===== src/rtl/cntr_param.sv =====
// Parametrised up/down counter with wrap, saturate and one-shot run modes.
// Synchronous clear and load; registered count, terminal-count pulse and done flag.
module cntr_param #(
    parameter int               WIDTH   = 32,
    parameter logic [WIDTH-1:0] MAX_VAL = {WIDTH{1'b1}},
    parameter logic [WIDTH-1:0] RST_VAL = {WIDTH{1'b0}}
) (
    input  logic             clk,
    input  logic             rst,
    input  logic             en_sig,
    input  logic             up_sig,
    input  logic             clr_sig,
    input  logic             load_sig,
    input  logic [WIDTH-1:0] load_val_sig,
    input  logic [1:0]       mode_sig,
    output logic [WIDTH-1:0] cnt_out_sig,
    output logic             tc_sig,
    output logic             done_sig
);

    typedef enum logic [1:0] {
        ST_IDLE = 2'd0,
        ST_RUN  = 2'd1,
        ST_DONE = 2'd2
    } state_t;

    localparam logic [1:0]       MODE_WRAP    = 2'd0;
    localparam logic [1:0]       MODE_SAT     = 2'd1;
    localparam logic [1:0]       MODE_ONESHOT = 2'd2;
    localparam logic [WIDTH-1:0] ZERO         = {WIDTH{1'b0}};
    localparam logic [WIDTH-1:0] ONE          = {{(WIDTH-1){1'b0}}, 1'b1};

    state_t           state_r;
    logic [WIDTH-1:0] cnt_r;
    logic             tc_r;
    logic             done_r;
    logic [1:0]       mode_r;

    logic [WIDTH-1:0] load_clip_s;
    logic [WIDTH-1:0] step_s;
    logic [WIDTH-1:0] wrap_s;
    logic             at_term_s;
    logic             step_term_s;
    logic             mode_chg_s;
    logic             oneshot_s;
    logic             sat_s;

    // Datapath helpers: clipped load value, next step value and terminal detection
    always_comb begin
        load_clip_s = load_val_sig;
        step_s      = cnt_r;
        wrap_s      = ZERO;
        at_term_s   = 1'b0;
        step_term_s = 1'b0;
        if (load_val_sig > MAX_VAL) begin
            load_clip_s = MAX_VAL;
        end else begin
            load_clip_s = load_val_sig;
        end
        if (up_sig) begin
            step_s      = cnt_r + ONE;
            wrap_s      = ZERO;
            at_term_s   = (cnt_r == MAX_VAL);
            step_term_s = ((cnt_r + ONE) == MAX_VAL);
        end else begin
            step_s      = cnt_r - ONE;
            wrap_s      = MAX_VAL;
            at_term_s   = (cnt_r == ZERO);
            step_term_s = ((cnt_r - ONE) == ZERO);
        end
        mode_chg_s = (mode_sig != mode_r);
        oneshot_s  = (mode_sig == MODE_ONESHOT);
        sat_s      = (mode_sig == MODE_SAT);
    end

    // Control FSM and registered outputs; priority clr > load > mode change > step
    always_ff @(posedge clk or negedge rst) begin
        if (!rst) begin
            state_r <= ST_IDLE;
            cnt_r   <= RST_VAL;
            tc_r    <= 1'b0;
            done_r  <= 1'b0;
            mode_r  <= MODE_WRAP;
        end else begin
            mode_r <= mode_sig;
            tc_r   <= 1'b0;
            if (clr_sig) begin
                cnt_r   <= ZERO;
                state_r <= ST_IDLE;
                done_r  <= 1'b0;
            end else if (load_sig) begin
                cnt_r   <= load_clip_s;
                state_r <= ST_IDLE;
                done_r  <= 1'b0;
            end else if (mode_chg_s) begin
                state_r <= ST_IDLE;
                done_r  <= 1'b0;
            end else if (oneshot_s) begin
                case (state_r)
                    ST_IDLE, ST_RUN: begin
                        if (en_sig) begin
                            // Already at the terminal: stop without stepping or pulsing
                            if (at_term_s) begin
                                state_r <= ST_DONE;
                                done_r  <= 1'b1;
                            end else begin
                                cnt_r <= step_s;
                                if (step_term_s) begin
                                    state_r <= ST_DONE;
                                    done_r  <= 1'b1;
                                    tc_r    <= 1'b1;
                                end else begin
                                    state_r <= ST_RUN;
                                end
                            end
                        end else begin
                            state_r <= state_r;
                        end
                    end
                    ST_DONE: begin
                        done_r <= 1'b1;
                    end
                    default: begin
                        state_r <= ST_IDLE;
                        done_r  <= 1'b0;
                    end
                endcase
            end else begin
                state_r <= ST_IDLE;
                done_r  <= 1'b0;
                if (en_sig) begin
                    if (at_term_s) begin
                        tc_r <= 1'b1;
                        if (!sat_s) begin
                            cnt_r <= wrap_s;
                        end else begin
                            cnt_r <= cnt_r;
                        end
                    end else begin
                        cnt_r <= step_s;
                    end
                end else begin
                    cnt_r <= cnt_r;
                end
            end
        end
    end

    assign cnt_out_sig = cnt_r;
    assign tc_sig      = tc_r;
    assign done_sig    = done_r;

endmodule


===== config.mk =====
export PLATFORM = sky130hd
export DESIGN_NAME = cntr_param
export DESIGN_NICKNAME = d
export VERILOG_FILES = /design/src/rtl/cntr_param.sv
export SDC_FILE = /design/constraint.sdc
export NUM_CORES = 1
export LEC_CHECK = 0
export ABC_AREA = 0
export BUFFER_PORTS_ARGS = -buffer_cell sky130_fd_sc_hd__buf_4
export CAP_MARGIN = 25
export CELL_PAD_IN_SITES_DETAIL_PLACEMENT = 0
export CELL_PAD_IN_SITES_GLOBAL_PLACEMENT = 1
export CORE_MARGIN = 1.5
export CORE_UTILIZATION = 40
export CTS_CLUSTER_SIZE = 28
export DETAILED_ROUTE_END_ITERATION = 16
export GPL_TIMING_DRIVEN = 0
export PLACE_DENSITY_LB_ADDON = 0.1
export SETUP_SLACK_MARGIN = 0.1
export SKIP_CTS_REPAIR_TIMING = 1
export SLEW_MARGIN = 25
export SYNTH_ARGS = -nofsm -noshare
export SYNTH_HDL_FRONTEND = slang
export SYNTH_SLANG_ARGS = --single-unit

===== constraint.sdc =====
create_clock -name clk -period 3.8 [get_ports clk]
set_clock_uncertainty 0.1 [all_clocks]
set_input_delay 0.19 -clock clk [delete_from_list [all_inputs] [get_ports clk]]
set_output_delay 0.19 -clock clk [all_outputs]
set_load 0.05 [all_outputs]

=== Yosys cells after proc, flatten, opt, wreduce, memory -nomap -nowiden ===
Cells that the tools add are included.

* Flip-flop bits (word level): 38
* Input port bits: 40
* Output and inout bits: 34
* Word-level logic and storage cells: 72

* $add $sub $neg: 2
* $lt $le $gt $ge: 1
* Equality and inequality tests: 15
* Mux-type cells: 41
* Reductions and logical operators: 8

{| class="wikitable"
|+ Operator list
! cell !! number
|-
| 32-bit two-way mux || 13
|-
| 32-bit == test (second input constant) || 2
|-
| 32-bit zero test || 2
|-
| 32-bit by 1-bit adder with 32-bit output (second input constant) || 1
|-
| 32-bit greater-than comparator (second input constant) || 1
|-
| 32-bit by 1-bit subtractor with 32-bit output (second input constant) || 1
|-
| 1-bit two-way mux || 19
|-
| 2-bit two-way mux || 7
|-
| 4-bit != test (second input constant) || 3
|-
| 7-bit != test (second input constant) || 1
|-
| 6-bit != test (second input constant) || 1
|-
| 6-bit AND reduction || 1
|-
| 5-bit != test (second input constant) || 1
|-
| 2-bit by 1-bit == test with 1-bit output (second input constant) || 2
|-
| 2-bit == test (second input constant) || 2
|-
| 4-bit by 3-bit != test with 1-bit output (second input constant) || 1
|-
| 2-bit one-hot mux with 2 select lines || 1
|-
| 2-bit AND reduction || 2
|-
| 4-bit nonzero test || 1
|-
| 3-bit != test (second input constant) || 1
|-
| 2-bit zero test || 1
|-
| 2-bit != test || 1
|-
| 1-bit one-hot mux with 2 select lines || 1
|-
| 2-bit OR reduction || 1
|}

=== Depth between registers and ports, before layout ===
* Depth in word-level cells: 11
* Gate-level depth with buffers: 13
* Gate-level depth less buffers: 10

=== Worst setup path after synthesis ===
No wires, ideal clock.

* Path kind: register to register
* From: reg cnt_r[0] (netlist: cnt_out_sig[0])
* To: reg done_r (netlist: done_sig)
* Library setup time: 0.094 ns
* Arrival: 2.918 ns
* Required time: 3.606 ns
* Path slack: 0.689 ns
* Stages on the path, launching flop included: 11
* Path buffers: 0
* Clock period less this slack: 3.111 ns
* Cell sequence: dfrtp_1 inv_1 ha_1 nor4b_1 nand2_1 or4_1 xor2_1 nand3_1 o31ai_1 o21ai_1 a221oi_2

* Word-level cells in the longest chain between the ends: 9
* Elaborated cells on any way between the ends: 17
* Classes of those cells: 2 x add/sub; 3 x eq/ne; 9 x mux; 3 x reduce/logical

{| class="wikitable"
|+ RTL lines
! item !! line !! RTL
|-
| from (decl) || 34 || <nowiki>logic [WIDTH-1:0] cnt_r;</nowiki>
|-
| from (signal assigned) || 92 || <nowiki>cnt_r <= load_clip_s;</nowiki>
|-
| from (signal assigned) || 107 || <nowiki>cnt_r <= step_s;</nowiki>
|-
| from (signal assigned) || 135 || <nowiki>cnt_r <= wrap_s;</nowiki>
|-
| parallel branches: the longest is 9 deep, another holds 32-bit by 1-bit adder with 32-bit output || n/a ||
|-
| to (signal assigned) || 90 || <nowiki>done_r <= 1'b0;</nowiki>
|-
| to (signal assigned) || 94 || <nowiki>done_r <= 1'b0;</nowiki>
|-
| to (signal assigned) || 97 || <nowiki>done_r <= 1'b0;</nowiki>
|-
| to (decl) || 36 || <nowiki>logic done_r;</nowiki>
|}

Parallel ways; which one is timed is not known. The select of a mux whose other input is x is not followed.
A chain may end at the register's enable or synchronous reset.

=== Final worst setup path ===
* From: reg cnt_r[1] (netlist: cnt_out_sig[1])
* To: reg done_r (netlist: done_sig)

Same word-level chain as after synthesis.

==> reports/qor.csv <==
metric,value,unit
ios,74,
crit_path_end,done_sig,
yosysWarnings,0,
critPathLaunch,cnt_out_sig[1],
power_switching,0.639,mW
cts_buffers,5,
rr_endpoint,done_sig,
finalCriticalPeriod,3.51,ns
gp_congestion,0.966,
routed_wl,14.1,mm
grt_max_degree,39,
dr.pass1.iters,11,
rows,34,
fill_cells,891,
ys_ff_latch,38,
synthFlopType,dfrtp_1,
netlist_instances,494,
overflow,0,
route.vias.total,4196,
post-route-drc-count,4,
ff_latch_area,951,um2
dpl-instance-area,4330,um2
swShare,42.8,%
drtAntennaViolNets,0,
timing.final.max_slew_violations,0,
seqPwrFrac,31.6,%
start_util,41.6,%
synth-seq-area-share,26.0,%
coreArea,8810,um2
holdPathStages,3,
synth.avg_cell_area,7.41,um2
clock-root-buffer,clkbuf_8,
multi_input_area,2480,um2
clock_sinks,38,
cp-start-kind,flip-flop,
powerDensity,332,nW/um2
num_antenna_cells,0,
yosys-top-cells-area,"dfrtp_1 26%, a21oi_1 6.0%, xor2_1 4.8%",
violations,design-rule violations,
die_h,98.7,um
min_from,load_val_sig[29],
synth_cell_type_count,54,
grt_pass1_vias,4061,
final-setup-viol-count,0,
die-area,9740,um2
routed_via_density,6.13,
path_max_fanout,9,
grt_usage,29.3,%
rsz0062_at_grt,false,
synth_top_area_share,26.0,%
synth-edff-count,0,
cts_htree_levels,2,
netlist_area,3660,um2
synth_top_cell_by_area,dfrtp_1,
fin_util,51.1,%
worstSetupEndpointType,flip-flop,
crit_required,3.91,ns
drtIter0Drc,313,
slew_headroom,39.8,%
cts_tree,yes,
antenna_found_initial,0,
worst_skew_pair.late_latency,0.30,ns
stdcell_area,4500,um2
ir_drop,0.000212,V
power_leakage,1.82,nW
area_growth,22.8,%
nets,619,
rrSetupSlack,0.29,ns
hold_viol_final,0,
wl_per_cell,20.6,um
die_width,98.7,um
drive_gt1_share,20.5,%
synth_nets,538,
comb_power_share,44.0,%
rr_worst_depth,9,
portBuffers,71,
hp-class,in -> reg,
grt_pass1_wl,22.1,mm
crit_type,reg -> reg,
cp.arrival,3.63,ns
clock.fmax,285,MHz
drv_cap,0,
r2r-start,cnt_out_sig[1],
synth_async_sr_flop_share,100,%
worst_slew_pin_slew,0.903,ns
cts_buffer_depth,2,
clkPwrFrac,24.4,%
fin_crit_sh,92.5,%
yosysMostFrequentCell,nand2_1,
status,"complete, but fails checks",
clkTransAtPathRegs,0.09,ns
synth_common_cells,"45 x nand2_1, 44 x a21oi_1, 38 x dfrtp_1",
p_int,0.852,mW
post-dp-hpwl,10.4,mm
## worst max-delay path: stages, from the launching register on
cell and delay (ns):
dfrtp_1 0.52, ha_1 0.27, nand3_1 0.31, nor4_2 0.69, and3b_1 0.25, a31oi_1 0.04
nor4_1 0.52, and4_1 0.38, o21ai_1 0.11, a221oi_2 0.23
## kinds of logic after synthesis
| kind of cell | synth area share, % |
|---|---|
| buffers and inverters | 7.14 |
| adder cells (fa/ha/maj) | 1.37 |
| AND/OR/NAND/NOR | 31.3 |
| AO/OA/AOI/OAI | 23.2 |
| XOR/XNOR | 9.33 |
| multiplexers | 1.67 |
| flip-flops | 26.0 |
## final cells by class
cell class                      instances  share of cell area, %
Clock inverter                          3                  0.891
Inverter                                7                  0.584
Buffer                                 47                   5.23
Sequential cell                        38                   21.2
Clock buffer                            5                   1.53
Multi-Input combinational cell        402                   55.1
Tap cell                              108                   3.01
Timing Repair Buffer                   74                   12.5
## sequential cells by signal, indices dropped and copies added, names as in the netlist
register and cells:
state_r 2, mode_r 2, tc_sig 1, done_sig 1, cnt_out_sig 32
## stage by stage
| stage | setup TNS (ns) | setup WS [ns] | total power [mW] | hold WS [ns] | instances |
|---|---|---|---|---|---|
| 2_1_floorplan | 0 | 0.689 | 0.906 | -0.206 | 494 |
| 3_3_place_gp | -3.85 | -0.187 | 1.11 | 0.103 | 673 |
| 3_5_place_dp | -2.14 | -0.188 | 1.12 | 0.110 | 673 |
| 4_1_cts | -2.95 | -0.227 | 1.48 | -0.217 | 681 |
| 5_1_grt | 0 | 0.0932 | 1.57 | 0.0679 | 684 |
| 6_report | 0 | 0.285 | 1.49 | 0.0491 | 684 |
## per-layer routing
metal	track usage (%)	vias up	wire (um)
li1	-	1982	-
met1	39.4	2012	6220
met2	48.5	178	6550
met3	4.26	24	981
met4	9.34	0	320
met5	0	-	0
## worst min path at each step
stage | end
floorplan | cnt_out_sig[0]
global placement | state_r[1]
detailed placement | done_sig
CTS | cnt_out_sig[6]
global route | cnt_out_sig[29]
finish | cnt_out_sig[29]
## power by group through the flow
stage,clock [mW],combinational (mW),sequential [mW]
after CTS,0.374,0.641,0.469
final,0.364,0.655,0.471
after floorplan,0,0.330,0.576
after detailed placement,0,0.639,0.477
after global routing,0.384,0.705,0.476
after global placement,0,0.639,0.476
## placed cells by master, fill, tap and decap left out, types with 5 or more instances in the layout
cell type  count
clkbuf_8       5
nand3_1       20
xor2_1        20
or4_1          8
o31ai_1       13
nand2b_1      10
nand2_1       45
buf_2         15
a22oi_1       11
clkbuf_1      23
nor4_2         5
buf_4         75
xnor2_1       19
dfrtp_1       38
mux2i_1        5
o21ai_1       20
nor2_1        36
inv_1          7
nor3_1        19
a21oi_1       44
nand4_1       22
and3_1         5
o21ai_0       27
or3_1          7
nor4_1        11
(Power assumes the default switching activity.)
